--- src/rtl/rc_ctu_dispatch.sv ---
// Per-CTU dispatcher for the rate-control unit: pairs CABAC bit counts with pre-I costs in
// raster order, launches rate control per CTU and queues the returned QPs in a small FIFO.
module rc_ctu_dispatch #(
    parameter int X_W     = 7,
    parameter int Y_W     = 6,
    parameter int DEPTH   = 4,
    parameter int TIMEOUT = 32
) (
    input  logic           clk,
    input  logic           rst,
    input  logic           sys_start_i,
    output logic           sys_done_o,
    input  logic [X_W-1:0] cfg_ctu_w_i,
    input  logic [Y_W-1:0] cfg_ctu_h_i,
    input  logic [5:0]     cfg_init_qp_i,
    input  logic           cabac_vld_i,
    input  logic [15:0]    cabac_bitnum_i,
    input  logic           prei_vld_i,
    input  logic [27:0]    prei_cost_i,
    output logic           rc_start_o,
    input  logic           rc_done_i,
    input  logic [5:0]     rc_qp_i,
    output logic [X_W-1:0] rc_ctu_x_o,
    output logic [Y_W-1:0] rc_ctu_y_o,
    output logic [15:0]    rc_bitnum_o,
    output logic [27:0]    rc_cost_o,
    output logic           qp_vld_o,
    input  logic           qp_rdy_i,
    output logic [5:0]     qp_o,
    output logic           rc_timeout_o,
    output logic           in_ovf_o
);
    localparam int PW  = $clog2(DEPTH);
    localparam int WDW = $clog2(TIMEOUT);
    localparam logic [PW:0]    FULL_CNT = (PW + 1)'(DEPTH);
    localparam logic [WDW-1:0] WD_LAST  = WDW'(TIMEOUT - 1);

    typedef enum logic [2:0] {S_IDLE, S_COLLECT, S_START, S_WAIT, S_DONE} state_t;

    state_t         state_q;
    logic [X_W-1:0] x_q;
    logic [Y_W-1:0] y_q;
    logic           cab_pend_q, pre_pend_q;
    logic [15:0]    cab_buf_q, rc_bitnum_q;
    logic [27:0]    pre_buf_q, rc_cost_q;
    logic           rc_start_q, sys_done_q, timeout_q, ovf_q;
    logic [WDW-1:0] wd_q;

    logic [5:0]     mem [DEPTH];
    logic [PW-1:0]  wr_ptr_q, rd_ptr_q;
    logic [PW:0]    count_q, count_d;

    logic [X_W-1:0] x_last;
    logic [Y_W-1:0] y_last;
    logic           active, copy, cab_take, cab_ovf, pre_take, pre_ovf, push, pop;
    logic [5:0]     push_qp;

    // Zero-sized frame dimensions behave like a single CTU.
    assign x_last = (cfg_ctu_w_i == '0) ? '0 : cfg_ctu_w_i - X_W'(1);
    assign y_last = (cfg_ctu_h_i == '0) ? '0 : cfg_ctu_h_i - Y_W'(1);

    assign active   = (state_q == S_COLLECT) || (state_q == S_START) || (state_q == S_WAIT);
    assign copy     = (state_q == S_COLLECT) && cab_pend_q && pre_pend_q && (count_q < FULL_CNT);
    // A copy frees the slot this cycle, so a simultaneous valid is captured rather than dropped.
    assign cab_take = active && cabac_vld_i && (!cab_pend_q || copy);
    assign cab_ovf  = active && cabac_vld_i && cab_pend_q && !copy;
    assign pre_take = active && prei_vld_i && (!pre_pend_q || copy);
    assign pre_ovf  = active && prei_vld_i && pre_pend_q && !copy;
    assign push     = (state_q == S_WAIT) && (rc_done_i || (wd_q == WD_LAST));
    assign push_qp  = rc_done_i ? rc_qp_i : cfg_init_qp_i;
    assign pop      = qp_vld_o && qp_rdy_i;

    always_comb begin
        count_d = count_q;
        if (push && !pop)
            count_d = count_q + (PW + 1)'(1);
        else if (pop && !push)
            count_d = count_q - (PW + 1)'(1);
    end

    always_ff @(posedge clk or posedge rst) begin
        if (rst) begin
            state_q     <= S_IDLE;
            x_q         <= '0;
            y_q         <= '0;
            cab_pend_q  <= 1'b0;
            pre_pend_q  <= 1'b0;
            cab_buf_q   <= '0;
            pre_buf_q   <= '0;
            rc_bitnum_q <= '0;
            rc_cost_q   <= '0;
            rc_start_q  <= 1'b0;
            sys_done_q  <= 1'b0;
            timeout_q   <= 1'b0;
            ovf_q       <= 1'b0;
            wd_q        <= '0;
        end else begin
            rc_start_q <= 1'b0;
            sys_done_q <= 1'b0;
            if (cab_take) begin
                cab_pend_q <= 1'b1;
                cab_buf_q  <= cabac_bitnum_i;
            end else if (copy) begin
                cab_pend_q <= 1'b0;
            end
            if (pre_take) begin
                pre_pend_q <= 1'b1;
                pre_buf_q  <= prei_cost_i;
            end else if (copy) begin
                pre_pend_q <= 1'b0;
            end
            if (cab_ovf || pre_ovf)
                ovf_q <= 1'b1;

            case (state_q)
                S_IDLE: begin
                    if (sys_start_i) begin
                        x_q        <= '0;
                        y_q        <= '0;
                        cab_pend_q <= 1'b0;
                        pre_pend_q <= 1'b0;
                        timeout_q  <= 1'b0;
                        ovf_q      <= 1'b0;
                        state_q    <= S_COLLECT;
                    end
                end
                S_COLLECT: begin
                    if (copy) begin
                        rc_bitnum_q <= cab_buf_q;
                        rc_cost_q   <= pre_buf_q;
                        rc_start_q  <= 1'b1;
                        state_q     <= S_START;
                    end
                end
                S_START: begin
                    wd_q    <= '0;
                    state_q <= S_WAIT;
                end
                S_WAIT: begin
                    if (push) begin
                        if (!rc_done_i)
                            timeout_q <= 1'b1;
                        if (x_q < x_last) begin
                            x_q     <= x_q + X_W'(1);
                            state_q <= S_COLLECT;
                        end else begin
                            x_q <= '0;
                            if (y_q < y_last) begin
                                y_q     <= y_q + Y_W'(1);
                                state_q <= S_COLLECT;
                            end else begin
                                sys_done_q <= 1'b1;
                                state_q    <= S_DONE;
                            end
                        end
                    end else begin
                        wd_q <= wd_q + WDW'(1);
                    end
                end
                S_DONE:  state_q <= S_IDLE;
                default: state_q <= S_IDLE;
            endcase
        end
    end

    always_ff @(posedge clk or posedge rst) begin
        if (rst) begin
            wr_ptr_q <= '0;
            rd_ptr_q <= '0;
            count_q  <= '0;
        end else begin
            if (push)
                wr_ptr_q <= wr_ptr_q + PW'(1);
            if (pop)
                rd_ptr_q <= rd_ptr_q + PW'(1);
            count_q <= count_d;
        end
    end

    always_ff @(posedge clk) begin
        if (push)
            mem[wr_ptr_q] <= push_qp;
    end

    assign qp_vld_o     = (count_q != '0);
    assign qp_o         = qp_vld_o ? mem[rd_ptr_q] : '0;
    assign rc_start_o   = rc_start_q;
    assign sys_done_o   = sys_done_q;
    assign rc_ctu_x_o   = x_q;
    assign rc_ctu_y_o   = y_q;
    assign rc_bitnum_o  = rc_bitnum_q;
    assign rc_cost_o    = rc_cost_q;
    assign rc_timeout_o = timeout_q;
    assign in_ovf_o     = ovf_q;

endmodule
--- config.mk ---
export PLATFORM = sky130hd
export DESIGN_NAME = rc_ctu_dispatch
export DESIGN_NICKNAME = d
export VERILOG_FILES = /design/src/rtl/rc_ctu_dispatch.sv
export SDC_FILE = /design/constraint.sdc
export NUM_CORES = 1
export LEC_CHECK = 0
export CORE_ASPECT_RATIO = 0.6
export CORE_MARGIN = 3
export CORE_UTILIZATION = 50
export CTS_CLUSTER_SIZE = 14
export DETAILED_ROUTE_END_ITERATION = 6
export PLACE_DENSITY_LB_ADDON = 0.15
export SYNTH_ARGS = -nofsm -noshare
export SYNTH_HDL_FRONTEND = slang
export SYNTH_SLANG_ARGS = --single-unit
--- constraint.sdc ---
create_clock -name clk -period 6.9 [get_ports clk]
set_input_delay 1.38 -clock clk [delete_from_list [all_inputs] [get_ports clk]]
set_output_delay 1.38 -clock clk [all_outputs]
set_load 0.005 [all_outputs]
==> key figures, run 1 <==
STA
  – Fin. Hold Viols: 0
  – Post-layout min period: 4.22 ns
  – Worst-Margin Slew: 1.08 ns
  – Unrepaired setup endpoints after global routing: false
  – Slew HR: 27.8%
  – Setup TNS: 0 ns
  – Fin crit share: 61.1%
  – Endpoints failing setup: 0
  – F_max: 237 MHz
  – Final Max Tran Viols: 0
  – Clock skew: 0.0124 ns

Worst setup path
  – Startpoint Class: primary input
  – Crit-path cells: clkdlybuf4s50_1, inv_1, ha_1, or3b_1, or3_1, nand2_1, ha_1, a211o_1, o211ai_1, o311ai_4, or4_1, o22ai_1
  – FF-to-FF End: count_q[1]
  – Worst path arrival time: 4.55 ns
  – Reg-to-reg slack, setup: 3.70 ns
  – CP Max Fanout: 8
  – Stages on worst setup path: 12
  – WS Path Type: primary input to flip-flop
  – Reg-to-Reg Start: wd_q[0]
  – Worst reg-to-reg path cell count: 9
  – CP Buf/Inv Count: 2
  – Crit path to: rc_ctu_y_o[0]
  – WP data required: 7.23 ns
  – CP max stage cell: or4_1
  – Critical path launch point: cfg_ctu_h_i[0]
  – CP delay by family, top: simple AND/OR/NAND/NOR gates
  – Worst path max stage delay: 0.56 ns
  – Critical path capture point type: flip-flop
  – CP most frequent cell: ha_1

Clock network
  – Number of gates resized after CTS: 0
  – H-Tree Depth: 4
  – Max clock buf depth: 2
  – Post-CTS setup buffer count: 0
  – Clk slew on worst S/H paths: 0.06 ns
  – Root Driver: clkbuf_16
  – Worst-skew pair later-pin latency: 0.41 ns
  – TritonCTS buffer count: 17
  – TritonCTS clock tree: built
  – Clk sinks: 146
  – Hold-fix buffers at CTS: 0

Synth
  – Synth Net Count: 676
  – Largest area contributor in the netlist: dfrtp_1
  – Synth area leaders: dfrtp_1 47%, edfxtp_1 11%, nand2_1 9.5%
  – Number of synthesized flops with an enable pin: 24
  – Synth Cell Area: 6540 sq um
  – Top cell type's share of synthesized area: 46.7%
  – Synth Instances: 576
  – Ys flop type: dfrtp_1
  – Avg Cell Area, Syn: 11.3 sq um
  – Top cells by count, synth: 166 x nand2_1, 122 x dfrtp_1, 49 x mux2_2
  – Top-count cell post-synth: nand2_1
  – Register area share after synthesis: 57.7%
  – FF+latch count, synth: 146
  – Unique cell type count in the Yosys netlist: 53
  – Yosys warns: 0
  – Async SR Flop Fraction: 83.6%

Layout
  – Share of layout cells above drive strength 1: 13.2%
  – Finished Layout Cells: 898
  – Nets@finish: 821
  – Layout area overhead: 33.0%
  – Final Instance Area: 8700 sq um
  – Diode count: 0
  – Final Core Density: 70.1%

Floorplanning
  – DIE WIDTH: 154 um
  – Core area: 12400 sq um
  – IO Pins: 144
  – Die ar.: 14500 sq um
  – Height of the die: 94.6 um
  – Initial core utilization: 52.7%
  – Site row count: 31

Worst hold path
  – HP Class: flip-flop to flip-flop
  – Hold depth: 2

Power
  – Worst IR Drop VDD: 0.000195 V
  – Pwr Total: 3.55 mW
  – Leakage power: 3.85 nW
  – PwrDens: 408 nW/um^2

Placed design
  – Routability congestion estimate: 0.785
  – HPWL after DPL: 10300 um
  – Inst Count DP: 867
  – Dpl cell area: 8110 sq um
  – PortBufs: 143

GRT
  – Grt peak-use layer: met2
  – Total congestion overflow: 0
  – Global-route usage over all layers: 21.3%
  – Largest net degree at the start of global routing: 73
  – Initial antenna violation count: 0
  – Met3 Usage GRT: 7.51%
  – First-pass GRT wire length: 24700 um
  – Global Route met2 Usage: 33.2%
  – GR Util met1: 28.7%
  – Vias in the first global route: 4940

Job
  – Max-cap viol count: 0

Route
  – Routed Antenna Nets: 0
  – DR pass1 iterations: 4
  – Drt via density: 5.28
  – Drt initial violations: 221
  – DR WL/cell: 16.6 um
  – Vias: 4737
  – Drt drc: 0
  – Final wirelength: 14900 um

Outcome
  – Status: finished, final reports clean
kinds of logic (layout without fill, tap and decap cells):
| group | count (synthesis) | count (layout) | share of synthesized area, % |
|---|---|---|---|
| muxes | 64 | 64 | 11.9 |
| buffers and inverters | 37 | 194 | 2.47 |
| DFF | 146 | 146 | 57.7 |
| AOI/OAI and AO/OA | 45 | 45 | 4.88 |
| and+or+nand+nor | 245 | 245 | 16.3 |
| xor gates and xnor gates | 15 | 15 | 2.01 |
| adders and majority gates | 24 | 24 | 4.71 |
cells in the final DEF, fill, tap and decap left out, drive strengths merged, types with 3 or more instances in the layout:
cell type and instances:
and3 5, ha 23, edfxtp 24, clkinv 3
xor2 9, and2 11, nand4 5, nand3 10
clkdlybuf4s50 143, mux2i 7, xnor2 6, inv 24
nor3 9, nand2 166, nand2b 7, a21oi 13
nor2 18, mux4 6, o21ai 14, mux2 51
dfrtp 122, clkbuf 18
stage by stage:
stage	hold slack [ns]	worst slack [ns]
after floorplan	0.432	2.28
after global placement	0.441	2.43
after detailed placement	0.449	2.29
after CTS	0.471	2.70
after global routing	0.489	2.56
final	0.466	2.68
layout make-up:
type                    instances  area, sq um
fillers                       899         3710
clock inverters                13          149
flip-flops and latches        146         3770
multi-input cells             393         2610
repair buffers                145         1450
clock buffers                  18          439
inverters                      18         70.1
well taps                     165          206
report_power, final:
group          total, mW  internal (mW)  switching, mW
logic               1.20          0.669          0.534
clock network      0.914          0.547          0.367
registers           1.43           1.21          0.225
total               3.55           2.42           1.13
per-layer routing:
metal,vias to the layer above,routed length [um]
met5,-,0
met4,0,180
met3,16,1250
met2,149,6780
met1,2311,6690
li1,2261,-
state kept, by name, indices dropped and copies added (netlist names):
name and cells:
rc_cost_o 28, cab_buf_q 16, wd_q 5, state_q 3, pre_pend_q 1, pre_buf_q 28, rd_ptr_q 2, rc_timeout_o 1
rc_bitnum_o 16, mem 24, cab_pend_q 1, wr_ptr_q 2, rc_start_o 1, in_ovf_o 1, sys_done_o 1, rc_ctu_y_o 6
count_q 3, rc_ctu_x_o 7
worst min-delay path, cell delays in order (launching register included):
cell and delay, ns:
dfrtp_1 0.34, nand2_1 0.05, nand2_1 0.05
worst min path at each step:
stage | startpoint | end | slack, ns
floorplan | pre_buf_q[15] | rc_cost_o[15] | 0.43
global placement | pre_buf_q[15] | rc_cost_o[15] | 0.44
detailed placement | cab_buf_q[11] | rc_bitnum_o[11] | 0.45
CTS | pre_buf_q[18] | rc_cost_o[18] | 0.47
global route | cab_buf_q[10] | rc_bitnum_o[10] | 0.49
finish | pre_buf_q[23] | rc_cost_o[23] | 0.47
Power figures use the tool's default switching activity.
==> inputs of run 2 (changes only) <==
==> constraint.sdc (replaced) <==
create_clock -name clk -period 4.2 [get_ports clk]
set_input_delay 0.84 -clock clk [delete_from_list [all_inputs] [get_ports clk]]
set_output_delay 0.84 -clock clk [all_outputs]
set_load 0.005 [all_outputs]
==> run 2 against run 1 <==
Compared with the run above:
- hold slack got worse by 0.0089 ns
- clock power rose by 74%
- wire length rose by 4.1%
- clock-buffer cell count rose by 1
- sequential share of layout area fell by 0.35 points
==> key figures, run 2 (synthesis results as in run 1) <==
GRT
  – First-pass GRT wire length: 25400 um (+2.8%)
  – Vias in the first global route: 4945 (+0.10%)
  – Global-route usage over all layers: 22.2% (+0.88 points)
  – Total congestion overflow: 0 (unchanged)
  – Largest net degree at the start of global routing: 51 (-30%)
  – Initial antenna violation count: 0 (unchanged)

Worst setup path
  – FF-to-FF End: count_q[1]
  – Reg-to-reg slack, setup: 1.36 ns (-2.34 ns)
  – Critical path capture point type: flip-flop
  – Crit-path cells: clkdlybuf4s50_1, inv_1, ha_1, or3b_1, or3_1, nand2_1, ha_1, a211o_1, o211ai_1, o311ai_4, or4_1, o22ai_1
  – Reg-to-Reg Start: wd_q[0]
  – CP max stage cell: or4_1
  – CP most frequent cell: ha_1
  – WS Path Type: primary input to flip-flop
  – CP Max Fanout: 8 (unchanged)
  – Worst path max stage delay: 0.55 ns (about the same)
  – CP Buf/Inv Count: 2 (unchanged)
  – CP delay by family, top: simple AND/OR/NAND/NOR gates
  – Worst path arrival time: 4.05 ns (-0.50 ns)
  – Worst reg-to-reg path cell count: 10 (+1)
  – WP data required: 4.53 ns (-2.70 ns)
  – Startpoint Class: primary input

Placed design
  – PortBufs: 143 (unchanged)
  – Inst Count DP: 870 (+0.35%)
  – Routability congestion estimate: 0.829 (+5.6%)
  – HPWL after DPL: 10500 um (+2.4%)

Worst hold path
  – Hold depth: 2 (unchanged)
  – Worst Min Path Start: cab_buf_q[12]
  – Hold Crit Endpoint: rc_bitnum_o[12]
  – HP Class: flip-flop to flip-flop

Floorplanning
  – Die ar.: 14500 sq um (unchanged)
  – Site row count: 31 (unchanged)
  – Height of the die: 94.6 um (unchanged)
  – DIE WIDTH: 154 um (unchanged)
  – IO Pins: 144 (unchanged)
  – Initial core utilization: 52.7% (unchanged)
  – Core area: 12400 sq um (unchanged)

STA
  – Fin crit share: 88.6%
  – Unrepaired setup endpoints after global routing: false
  – Clock skew: 0.0117 ns (-0.000716 ns)
  – Post-layout min period: 3.72 ns
  – Slew HR: 22.3% (-5.5 points)
  – Worst-Margin Slew: 1.16 ns (+0.0820 ns)
  – Endpoints failing setup: 0 (unchanged)
  – Final Hold Slack: 0.457 ns (-0.00889 ns)
  – F_max: 269 MHz
  – Fin. Hold Viols: 0 (unchanged)
  – Final Max Tran Viols: 0 (unchanged)
  – Setup TNS: 0 ns (unchanged)

Route
  – DR pass1 iterations: 5 (+1)
  – Drt via density: 5.34 (+1.3%)
  – Final wirelength: 15500 um (+4.1%)
  – Drt drc: 0 (unchanged)
  – Drt initial violations: 309 (+40%)
  – Routed Antenna Nets: 0 (unchanged)
  – Vias: 4820 (+1.8%)
  – DR WL/cell: 17.2 um (+3.6%)

Clock network
  – Root Driver: clkbuf_16
  – Post-CTS setup buffer count: 0 (unchanged)
  – TritonCTS clock tree: built
  – Worst-skew pair later-pin latency: 0.41 ns (about the same)
  – Max clock buf depth: 2 (unchanged)
  – Hold-fix buffers at CTS: 0 (unchanged)
  – TritonCTS buffer count: 17 (unchanged)
  – H-Tree Depth: 4 (unchanged)
  – Clk slew on worst S/H paths: 0.07 ns (about the same)
  – Clk sinks: 146 (unchanged)
  – Number of gates resized after CTS: 0 (unchanged)

Power
  – Int Power: 4.06 mW (+68%)
  – Logic pwr share: 33.6% (-0.3 points)
  – Sw Pwr: 1.87 mW (+66%)
  – PwrDens: 677 nW/um^2 (+66%)
  – Net Sw Frac: 31.5% (-0.19 points)
  – Worst IR Drop VDD: 0.000411 V (+110%)
  – Clock power frac: 26.8% (+1.0 points)
  – Leakage power: 3.89 nW (+0.97%)
  – Sequential group share of total power: 39.7% (-0.6 points)

Outcome
  – Status: finished, final reports clean

Layout
  – Layout area overhead: 34.1%
  – Finished Layout Cells: 902 (+0.45%)
  – Diode count: 0 (unchanged)
  – Final Core Density: 70.6% (+0.56 points)
  – Nets@finish: 824 (+0.37%)
  – Filler cell count: 895 (-0.44%)
  – Most frequent cells in the layout: 166 x nand2_1, 143 x clkdlybuf4s50_1, 122 x dfrtp_1
  – Most common cell after layout, fill and taps aside: nand2_1
  – Share of layout cells above drive strength 1: 13.7% (+0.47 points)

Job
  – Max-cap viol count: 0 (unchanged)
==> run 2: cell types whose count changed in the layout (fill, tap and decap cells not counted) <==
cell | previous run | this run
inv_8 | 0 | 1
inv_4 | 3 | 4
clkbuf_8 | 1 | 2
buf_12 | 0 | 1
buf_4 | 2 | 4
clkinv_4 | 2 | 1
inv_6 | 5 | 3
bufinv_16 | 2 | 3
==> run 2: layer usage <==
metal	vias to the layer above	wire length, um	global-route usage [%]
met3	18	1200	6.36
met4	0	161	7.57
met5	-	0	0
met1	2398	6960	29.9
li1	2257	-	-
met2	147	7200	35.2
==> run 2: worst max-delay path by stage <==
stage,slack [ns],endpoint,start,cells after the start
detailed placement,0.10,rc_ctu_y_o[0],cfg_ctu_h_i[0],12
finish,0.48,rc_ctu_y_o[0],cfg_ctu_h_i[0],12
floorplan,0.12,cab_buf_q[0],rst,1
global route,0.39,rc_ctu_y_o[0],cfg_ctu_h_i[0],12
global placement,0.27,rc_ctu_y_o[0],cfg_ctu_h_i[0],12
CTS,0.52,rc_ctu_y_o[0],cfg_ctu_h_i[0],12
==> run 2: area by class of cell <==
type	count	area, sq um	share of cell area, %
clock buffer	19	453	5.17
clock inverter	13	170	1.94
inverter	18	70.1	0.799
multi-input combinational	393	2610	29.8
sequential	146	3770	43.0
tap	165	206	2.35
timing repair buffer	148	1480	16.9
==> run 2: power by group through the flow <==
stage / registers, mW / logic (mW) / clock network, mW
after global routing: 2.43 / 2.21 / 1.68
final: 2.35 / 1.99 / 1.59
after detailed placement: 2.36 / 2.01 / 0
after floorplan: 2.26 / 1.16 / 0
after global placement: 2.33 / 1.93 / 0
after CTS: 2.35 / 2.03 / 1.61
==> run 2: worst min-delay path: cells and delay by family (launching register included) <==
kind / cells / cell delay, ns
DFF: 1 / 0.34
and+or+nand+nor: 2 / 0.10
==> run 2: per-stage QoR <==
step	setup WS [ns]	area, sq um	power (mW)
after global placement	0.267	8140	4.26
final	0.478	8770	5.94
after CTS	0.524	8770	6.00
after global routing	0.395	8770	6.31
after floorplan	0.117	6540	3.42
after detailed placement	0.102	8140	4.37
